==> config.mk <==
export PLATFORM = sky130hd
export DESIGN_NAME = spi_flash_reader
export DESIGN_NICKNAME = d
export VERILOG_FILES = /design/src/rtl/spi_flash_reader.sv
export SDC_FILE = /design/constraint.sdc
export NUM_CORES = 1
export LEC_CHECK = 0
export ABC_AREA = 1
export BUFFER_PORTS_ARGS = -buffer_cell sky130_fd_sc_hd__buf_2
export CAP_MARGIN = 10
export CORE_MARGIN = 3
export CORE_UTILIZATION = 51
export CTS_CLUSTER_DIAMETER = 100
export CTS_CLUSTER_SIZE = 40
export DETAILED_ROUTE_END_ITERATION = 8
export MAX_ROUTING_LAYER = met4
export PLACE_DENSITY = 0.76
export SLEW_MARGIN = 20
export SYNTH_ARGS = -nofsm -noshare
export SYNTH_HDL_FRONTEND = slang
export SYNTH_SLANG_ARGS = --single-unit
==> constraint.sdc <==
create_clock -name clk -period 1.69 [get_ports clk]
set_input_delay 0.338 -clock clk [delete_from_list [all_inputs] [get_ports clk]]
set_output_delay 0.338 -clock clk [all_outputs]
set_load 0.005 [all_outputs]
==> src/rtl/spi_flash_reader.sv <==
// rtl/spi_flash_reader.sv - SPI boot-image reader assembling 32-bit words onto a write port
module spi_flash_reader #(
    parameter int CLK_DIV = 4,
    parameter int SS_GAP  = 4
) (
    input  logic        clk,
    input  logic        rst_n,
    input  logic        start,
    input  logic [15:0] word_count,
    output logic        busy,
    output logic        done,
    output logic        wvalid,
    input  logic        wready,
    output logic [31:0] waddr,
    output logic [31:0] wdata,
    output logic        ss,
    output logic        sck,
    output logic        mosi,
    input  logic        miso
);

    typedef enum logic [2:0] {
        IDLE,
        SELECT,
        SHIFT,
        DESELECT,
        WRITE,
        DONE
    } state_t;

    // Terminal values of the shared phase counter for one sck half-period and one ss gap
    localparam logic [15:0] DIV_LAST = 16'(CLK_DIV - 1);
    localparam logic [15:0] GAP_LAST = 16'(SS_GAP - 1);

    state_t      state;
    logic [15:0] cnt;
    logic [3:0]  half;
    logic [1:0]  byte_idx;
    logic [7:0]  shreg;
    logic [15:0] word_idx;
    logic [15:0] word_total;
    logic [15:0] word_next;

    // The flash ignores mosi; it only needs sck and ss
    assign mosi      = 1'b0;
    assign word_next = word_idx + 16'd1;

    // Transfer sequencer: one ss pulse per byte, four bytes per word, then a write handshake
    always_ff @(posedge clk) begin
        if (!rst_n) begin
            state      <= IDLE;
            cnt        <= 16'd0;
            half       <= 4'd0;
            byte_idx   <= 2'd0;
            shreg      <= 8'd0;
            word_idx   <= 16'd0;
            word_total <= 16'd0;
            busy       <= 1'b0;
            done       <= 1'b0;
            wvalid     <= 1'b0;
            waddr      <= 32'd0;
            wdata      <= 32'd0;
            ss         <= 1'b1;
            sck        <= 1'b0;
        end else begin
            done <= 1'b0;
            case (state)
                IDLE: begin
                    if (start) begin
                        busy       <= 1'b1;
                        word_total <= word_count;
                        word_idx   <= 16'd0;
                        byte_idx   <= 2'd0;
                        cnt        <= 16'd0;
                        if (word_count == 16'd0) begin
                            state <= DONE;
                        end else begin
                            ss    <= 1'b0;
                            state <= SELECT;
                        end
                    end
                end

                SELECT: begin
                    // ss has been low for one half-period: first rising sck edge, first sample
                    if (cnt == DIV_LAST) begin
                        cnt   <= 16'd0;
                        half  <= 4'd0;
                        sck   <= 1'b1;
                        shreg <= {shreg[6:0], miso};
                        state <= SHIFT;
                    end else begin
                        cnt <= cnt + 16'd1;
                    end
                end

                SHIFT: begin
                    // Even halves are sck high, odd halves low; half 15 is the final low phase
                    if (cnt == DIV_LAST) begin
                        cnt <= 16'd0;
                        if (half == 4'd15) begin
                            ss                          <= 1'b1;
                            wdata[{byte_idx, 3'b000} +: 8] <= shreg;
                            state                       <= DESELECT;
                        end else begin
                            half <= half + 4'd1;
                            sck  <= ~sck;
                            if (!sck) begin
                                shreg <= {shreg[6:0], miso};
                            end
                        end
                    end else begin
                        cnt <= cnt + 16'd1;
                    end
                end

                DESELECT: begin
                    if (cnt == GAP_LAST) begin
                        cnt <= 16'd0;
                        if (byte_idx == 2'd3) begin
                            wvalid <= 1'b1;
                            waddr  <= {14'd0, word_idx, 2'b00};
                            state  <= WRITE;
                        end else begin
                            byte_idx <= byte_idx + 2'd1;
                            ss       <= 1'b0;
                            state    <= SELECT;
                        end
                    end else begin
                        cnt <= cnt + 16'd1;
                    end
                end

                WRITE: begin
                    // ss stays high and sck low for as long as the sink stalls
                    if (wready) begin
                        wvalid   <= 1'b0;
                        word_idx <= word_next;
                        byte_idx <= 2'd0;
                        if (word_next == word_total) begin
                            state <= DONE;
                        end else begin
                            ss    <= 1'b0;
                            state <= SELECT;
                        end
                    end
                end

                DONE: begin
                    done  <= 1'b1;
                    busy  <= 1'b0;
                    state <= IDLE;
                end

                default: begin
                    state <= IDLE;
                end
            endcase
        end
    end

endmodule
==> results of run 1 <==
## state kept, by name (all words and copies together), names as in the netlist, 2 cells and up
signal      count
shreg           8
word_idx       16
word_total     16
byte_idx        2
wdata          32
waddr          16
half            4
state           3
cnt            16
## how the worst max path moves through the flow
stage,end
floorplan,wdata[16]
detailed placement,state[2]
global placement,state[2]
finish,state[1]
CTS,state[2]
global route,state[1]
## stage by stage
stage / hold WS, ns / TNS, ns / utilization, % / power, mW / area (sq um)
CTS: 0.0256 / -0.158 / 70.2 / 9.97 / 7640
floorplan: 0.440 / 0 / - / 5.00 / 5770
finish: 0.0444 / -7.16 / 77.6 / 11.1 / 8450
global placement: 0.428 / -0.403 / 61.0 / 5.83 / 6640
global route: 0.0636 / -12.13 / 77.6 / 11.5 / 8450
detailed placement: 0.431 / -2.27 / 61.0 / 5.87 / 6640
## worst reg2reg max path: stages, from the launching register on
cell and delay [ns]:
sky130_fd_sc_hd__dfxtp_2 0.38, sky130_fd_sc_hd__ha_4 0.15, sky130_fd_sc_hd__nand3_2 0.08, sky130_fd_sc_hd__nor4_2 0.16, sky130_fd_sc_hd__nand2_2 0.16, sky130_fd_sc_hd__buf_6 0.16, sky130_fd_sc_hd__a21oi_2 0.11, sky130_fd_sc_hd__nand4_1 0.25
sky130_fd_sc_hd__o21ai_1 0.31, sky130_fd_sc_hd__a21oi_1 0.07
## cells in the mapped netlist (2+ instances only)
| cell | instances | area [sq um] |
|---|---|---|
| sky130_fd_sc_hd__nand2_1 | 137 | 514 |
| sky130_fd_sc_hd__dfxtp_1 | 118 | 2360 |
| sky130_fd_sc_hd__a21oi_1 | 104 | 521 |
| sky130_fd_sc_hd__nor2_1 | 104 | 390 |
| sky130_fd_sc_hd__inv_1 | 88 | 330 |
| sky130_fd_sc_hd__nand3_1 | 55 | 275 |
| sky130_fd_sc_hd__o21ai_0 | 53 | 265 |
| sky130_fd_sc_hd__nor3_1 | 39 | 195 |
| sky130_fd_sc_hd__clkbuf_1 | 19 | 71.3 |
| sky130_fd_sc_hd__nand4_1 | 19 | 119 |
| sky130_fd_sc_hd__buf_4 | 17 | 128 |
| sky130_fd_sc_hd__inv_2 | 12 | 45.0 |
| sky130_fd_sc_hd__ha_1 | 9 | 113 |
| sky130_fd_sc_hd__nand2_2 | 9 | 56.3 |
| sky130_fd_sc_hd__a211oi_1 | 7 | 52.6 |
| sky130_fd_sc_hd__nor2_2 | 6 | 37.5 |
| sky130_fd_sc_hd__nor2_4 | 3 | 33.8 |
| sky130_fd_sc_hd__nor4_1 | 3 | 18.8 |
| sky130_fd_sc_hd__buf_2 | 2 | 10.0 |
| sky130_fd_sc_hd__o21ai_1 | 2 | 10.0 |
| sky130_fd_sc_hd__o221ai_1 | 2 | 17.5 |
| sky130_fd_sc_hd__xor2_1 | 2 | 17.5 |
## power by group
part | leakage, nW | total, mW | switching, mW | internal (mW)
clock | 0.293 | 3.78 | 1.49 | 2.29
sequential | 0.962 | 3.43 | 0.375 | 3.05
combinational | 2.33 | 3.90 | 2.63 | 1.28
total | 3.59 | 11.1 | 4.49 | 6.62
## metal layers
metal | part of all wire, % | up-vias
li1 | - | 3040
met1 | 36 | 3082
met2 | 51 | 390
met3 | 7.2 | 117
met4 | 5.4 | 0
met5 | 0 | -
## logic make-up after synthesis
family                     synth area share [%]
other                                    0.0657
adders and majority gates                  1.97
xor gates and xnor gates                  0.307
DFF                                        41.4
and+or+nand+nor                            29.8
AOI/OAI and AO/OA                          15.9
buffers and inverters                      10.5
## what timing repair did
item	4_1_cts	5_1_grt
gates cloned	1	6
hold buffers	0	0
setup endpoints to repair	60	85
pin swaps	28	62
setup buffers	9	12
resized for setup	89	179
## cell type report
class	count	area share [%]
timing repair inverter	2	0.237
clock inverter	15	2.34
clock buffer	17	4.90
multi-input combinational	584	42.6
timing repair buffer	168	14.3
tap	140	2.07
sequential	118	28.2
inverter	101	5.37
==> implementation parameters, run 1 <==
Parameter                              Value

Outcome
  Status ... complete, but fails checks
  Violated checks ... negative setup slack

Floorplanning
  Top-level I/O count ... 91
  Die ar. ... 0.0125 sq mm
  Vertical die dimension ... 112 um
  Width of the die ... 112 um
  Rows ... 38
  Total core area ... 0.0109 sq mm
  Initial cell density of the core ... 52.4%

Worst hold path
  Worst min-delay path class ... in -> reg
  Origin of the worst min-delay path ... miso
  Number of cells on the worst hold path ... 3
  Terminating pin of the worst hold path ... shreg[0]

Synthesis
  Top flip-flop cell by instance count after synthesis ... sky130_fd_sc_hd__dfxtp_1
  Async set-reset flop share out of synthesis ... 0%
  Unique cell type count in the Yosys netlist ... 36
  Netlist area before placement ... 0.00571 sq mm
  Count of state elements after synthesis ... 118
  Yosys warning count ... 0
  Sequential element share of the synthesized area ... 41.4%
  Number of enable-type register cells in the synthesized netlist ... 0
  Synth Area per Inst ... 6.93 sq um
  Cell count after synthesis ... 824

Route
  First DRT Iteration DRCs ... 626
  Total iterations of the first detailed-routing run ... 6
  Remaining antenna violation count ... 0
  Vias per Instance ... 5.79
  Post-route DRC violation count ... 0
  Routed len/inst ... 18.2 um
  Wire length after detailed routing ... 20800 um
  Number of vias in the routed layout ... 6629

Worst setup path
  Delay contributed by the slowest stage of the critical path ... 0.38 ns
  Worst Path Required ... 2.10 ns
  Cell family contributing the most delay on the critical path ... simple AND/OR/NAND/NOR gates
  Critical path peak fanout ... 5
  Timing startpoint of the critical path ... cnt[1]
  Sum of buffers and inverters on the critical path ... 1
  Logic depth of the worst register-to-register path ... 9
  Number of cells on the critical path ... 9
  Master of the slowest instance on the critical path ... sky130_fd_sc_hd__dfxtp_2
  Data arrival time of the critical path ... 2.38 ns
  Worst r2r dst ... state[1]
  Critical Path End Type ... flip-flop
  Critical R2R Launch ... cnt[1]
  Worst setup SP type ... flip-flop
  R2R Setup Slk ... -0.28 ns
  Worst path cell trace ... ha_4 > nand3_2 > nor4_2 > nand2_2 > buf_6 > a21oi_2 > nand4_1 > o21ai_1 > a21oi_1
  Category of the critical setup timing path ... reg -> reg

Power
  LEAKAGE ... 3.59 nW
  Largest voltage drop on the vdd net ... 1.45 mV
  PD cells ... 1310 mW/mm^2

Global routing
  Total track usage ... 26.5%
  Met3 layer usage reported by global route ... 5.82%
  Met2 track utilization from global routing ... 44.8%
  Total global routing overflow ... 0
  Number of antenna violations at the first check in global routing ... 0
  Wire length of the first global-routing pass ... 26400 um
  Met1 Usage GRT ... 30.3%
  Busiest layer in global routing ... met2
  Largest net degree at the start of global routing ... 37
  Vias in the first global route ... 5663

Cells and area
  Fill cells ... 714
  Area added between synthesis and finish ... 48.0%
  Most common cell after layout, fill and taps aside ... sky130_fd_sc_hd__nand2_1
  Diode count ... 0
  Non-filler cells, final ... 1145
  Net count, final ... 1022
  Leading cell types in the layout, fill and taps excluded ... sky130_fd_sc_hd__nand2_1 (124), sky130_fd_sc_hd__dfxtp_1 (109), sky130_fd_sc_hd__inv_1 (79), sky130_fd_sc_hd__buf_4 (77), sky130_fd_sc_hd__a21oi_1 (75)
  Area of the multi-input gates ... 0.00360 sq mm
  Register cell area after layout ... 0.00238 sq mm
  Fraction of layout instances using a drive strength above 1 ... 38.1%

Clock network
  Clock tree from TritonCTS ... done
  Clock sink total ... 118
  Clock-pin slew reported for the worst setup and hold paths after clock tree synthesis ... 0.06 ns
  Buffers from clock root to sink, at most ... 2
  CTS Root Buffer Type ... sky130_fd_sc_hd__clkbuf_8
  Count of H-tree levels built during CTS ... 4
  Number of buffers created by CTS ... 17
  Clock latency on the worst-skew pair ... 0.54 ns

Place
  Final RePlAce weighted congestion ... 0.926
  Hpwl dp ... 10400 um
  Buffers on Ports ... 73
  Cell Count Post-Placement ... 1085
  Pre-CTS WS ... -0.181 ns

STA
  Fin Clk Skew ... 0.00951 ns
  Final-report hold violation count ... 0
  Shortest clock period the worst path allows after layout ... 1.97 ns
  Relative slew margins ... 50.6%
  Unrepaired setup endpoints after global routing ... yes
  Final period util ... 116%
  Final setup fails ... 68
  Final worst slack ... -0.275 ns
  Peak clock frequency supported by timing ... 509 MHz
  Count of final max-slew check failures ... 0
  Transition time at the pin with the least slew margin ... 0.736 ns

Run
  Number of max-cap violations ... 0
No activity file was read; power rests on OpenSTA's default activity.
==> inputs of run 2 (changes only) <==
--- a/config.mk
+++ b/config.mk
@@ -9,12 +9,12 @@
 export BUFFER_PORTS_ARGS = -buffer_cell sky130_fd_sc_hd__buf_2
 export CAP_MARGIN = 10
 export CORE_MARGIN = 3
-export CORE_UTILIZATION = 51
+export CORE_UTILIZATION = 50
 export CTS_CLUSTER_DIAMETER = 100
 export CTS_CLUSTER_SIZE = 40
 export DETAILED_ROUTE_END_ITERATION = 8
 export MAX_ROUTING_LAYER = met4
-export PLACE_DENSITY = 0.76
+export PLACE_DENSITY = 0.75
 export SLEW_MARGIN = 20
 export SYNTH_ARGS = -nofsm -noshare
 export SYNTH_HDL_FRONTEND = slang
==> implementation parameters, run 2 (synthesis results as in run 1) <==
Parameter                              Value

Outcome
  Status ... complete, but fails checks
  Violated checks ... negative setup slack

Worst setup path
  Master of the slowest instance on the critical path ... sky130_fd_sc_hd__dfxtp_2
  Dominant cell type by count on the critical path ... sky130_fd_sc_hd__inv_2
  Critical Path End Type ... flip-flop
  Sum of buffers and inverters on the critical path ... 5
  R2R Setup Slk ... -0.29 ns
  Worst Path Required ... 2.03 ns
  Critical path peak fanout ... 7
  Delay contributed by the slowest stage of the critical path ... 0.35 ns
  Cell family contributing the most delay on the critical path ... simple AND/OR/NAND/NOR gates
  Category of the critical setup timing path ... reg -> reg
  Worst path cell trace ... inv_2 > buf_4 > nor3_4 > inv_2 > nor2_4 > inv_1 > nand2_4 > nand2_2 > a21oi_4 > buf_12 > o21ai_0 > nor2_1
  Worst setup SP type ... flip-flop
  Data arrival time of the critical path ... 2.32 ns

Floorplanning
  Initial cell density of the core ... 52.0%
  Die ar. ... 0.0127 sq mm
  Total core area ... 0.0110 sq mm
  Rows ... 38
  Top-level I/O count ... 91
  Width of the die ... 113 um
  Vertical die dimension ... 113 um

Global routing
  Total track usage ... 25.5%
  Total global routing overflow ... 0
  Vias in the first global route ... 5652
  Wire length of the first global-routing pass ... 25800 um
  Largest net degree at the start of global routing ... 49
  Number of antenna violations at the first check in global routing ... 1

STA
  Fin Clk Skew ... 0.0100 ns
  Final setup fails ... 70
  Shortest clock period the worst path allows after layout ... 1.98 ns
  Tightest hold margin ... 0.135 ns
  Count of final max-slew check failures ... 0
  Relative slew margins ... 55.9%
  Final period util ... 117%
  Unrepaired setup endpoints after global routing ... yes
  TNS Setup ... -4.44 ns
  Final worst slack ... -0.294 ns
  Peak clock frequency supported by timing ... 504 MHz
  Final-report hold violation count ... 0
  Transition time at the pin with the least slew margin ... 0.662 ns

Run
  Number of max-cap violations ... 0

Cells and area
  Util after Layout ... 78.3%
  Final design instance area without fill ... 0.00860 sq mm
  Leading cell types in the layout, fill and taps excluded ... sky130_fd_sc_hd__nand2_1 (120), sky130_fd_sc_hd__dfxtp_1 (107), sky130_fd_sc_hd__inv_1 (80), sky130_fd_sc_hd__buf_2 (74)
  Fraction of layout instances using a drive strength above 1 ... 40.5%
  Net count, final ... 1012
  Register ranked first by flip-flop count ... wdata
  Max FFs per register ... 32
  Most common cell after layout, fill and taps aside ... sky130_fd_sc_hd__nand2_1
  Area added between synthesis and finish ... 50.6%
  Fill cells ... 675

Route
  Routed len/inst ... 18.2 um
  Wire length after detailed routing ... 20700 um
  Remaining antenna violation count ... 0
  Post-route DRC violation count ... 0
  Vias per Instance ... 5.74
  Total iterations of the first detailed-routing run ... 6
  Number of vias in the routed layout ... 6515
  First DRT Iteration DRCs ... 775

Worst hold path
  Worst min-delay path class ... in -> reg

Place
  Hpwl dp ... 10200 um
  Final RePlAce weighted congestion ... 0.877
  DP Area ... 0.00664 sq mm
  Buffers on Ports ... 73

Clock network
  Buffers from clock root to sink, at most ... 2
  Number of buffers created by CTS ... 17
  Clock-pin slew reported for the worst setup and hold paths after clock tree synthesis ... 0.06 ns
  Clock tree from TritonCTS ... done
  CTS Root Buffer Type ... sky130_fd_sc_hd__clkbuf_16
  Clock sink total ... 118
  Clock latency on the worst-skew pair ... 0.43 ns
  Count of H-tree levels built during CTS ... 4

Power
  LEAKAGE ... 3.59 nW
  Tot Pwr ... 11.1 mW
  Largest voltage drop on the vdd net ... 1.20 mV
  PD cells ... 1300 mW/mm^2
## run 2: worst paths after layout
path                                start   endpoint  depth (start not counted)
worst min register to register  waddr[13]  waddr[13]                          2
worst min-delay path                 miso   shreg[0]                          3
worst max-delay path             state[1]   shreg[2]                         12
worst max register to register   state[1]   shreg[2]                         12
## run 2: worst min-delay path, stage by stage
cell and delay, ns:
sky130_fd_sc_hd__buf_2 0.07, sky130_fd_sc_hd__nor2_1 0.04, sky130_fd_sc_hd__nor2_1 0.08
## run 2: repair_timing
action,in CTS,in global routing
buffers inserted,4,10
gates cloned,3,6
hold buffers,0,0
gates resized for setup,76,234
setup endpoints to repair,64,98
pin swaps,28,62
## run 2: stage by stage
step	worst slack (ns)	std cells
global route	-0.344	1136
global placement	-0.103	1080
floorplan	0.000404	840
finish	-0.294	1136
detailed placement	-0.170	1080
CTS	-0.0891	1119
## run 2: metal layers
layer,GRT usage (%),vias to the layer above,part of all wire [%]
met2,42.2,345,49
met5,-,-,0
met1,29.7,3037,37
met3,4.81,122,7.4
li1,-,3011,-
met4,12.7,0,6.0
## run 2: where the power goes
group	leakage (nW)	total (mW)	internal, mW	switching (mW)
sequential	0.963	3.39	3.06	0.336
clock	0.316	3.97	2.58	1.39
combinational	2.31	3.78	1.21	2.57
## run 2: layout make-up
cell class              instances  area (sq um)  share of cell area (%)
inverters                     101           462                    5.37
repair buffers                157          1150                    13.3
multi-input cells             584          3760                    43.7
well taps                     140           175                    2.04
diodes                          1          2.50                  0.0291
clock buffers                  20           467                    5.43
flip-flops and latches        118          2390                    27.8
repair inverters                3          26.3                   0.305
clock inverters                12           174                    2.02
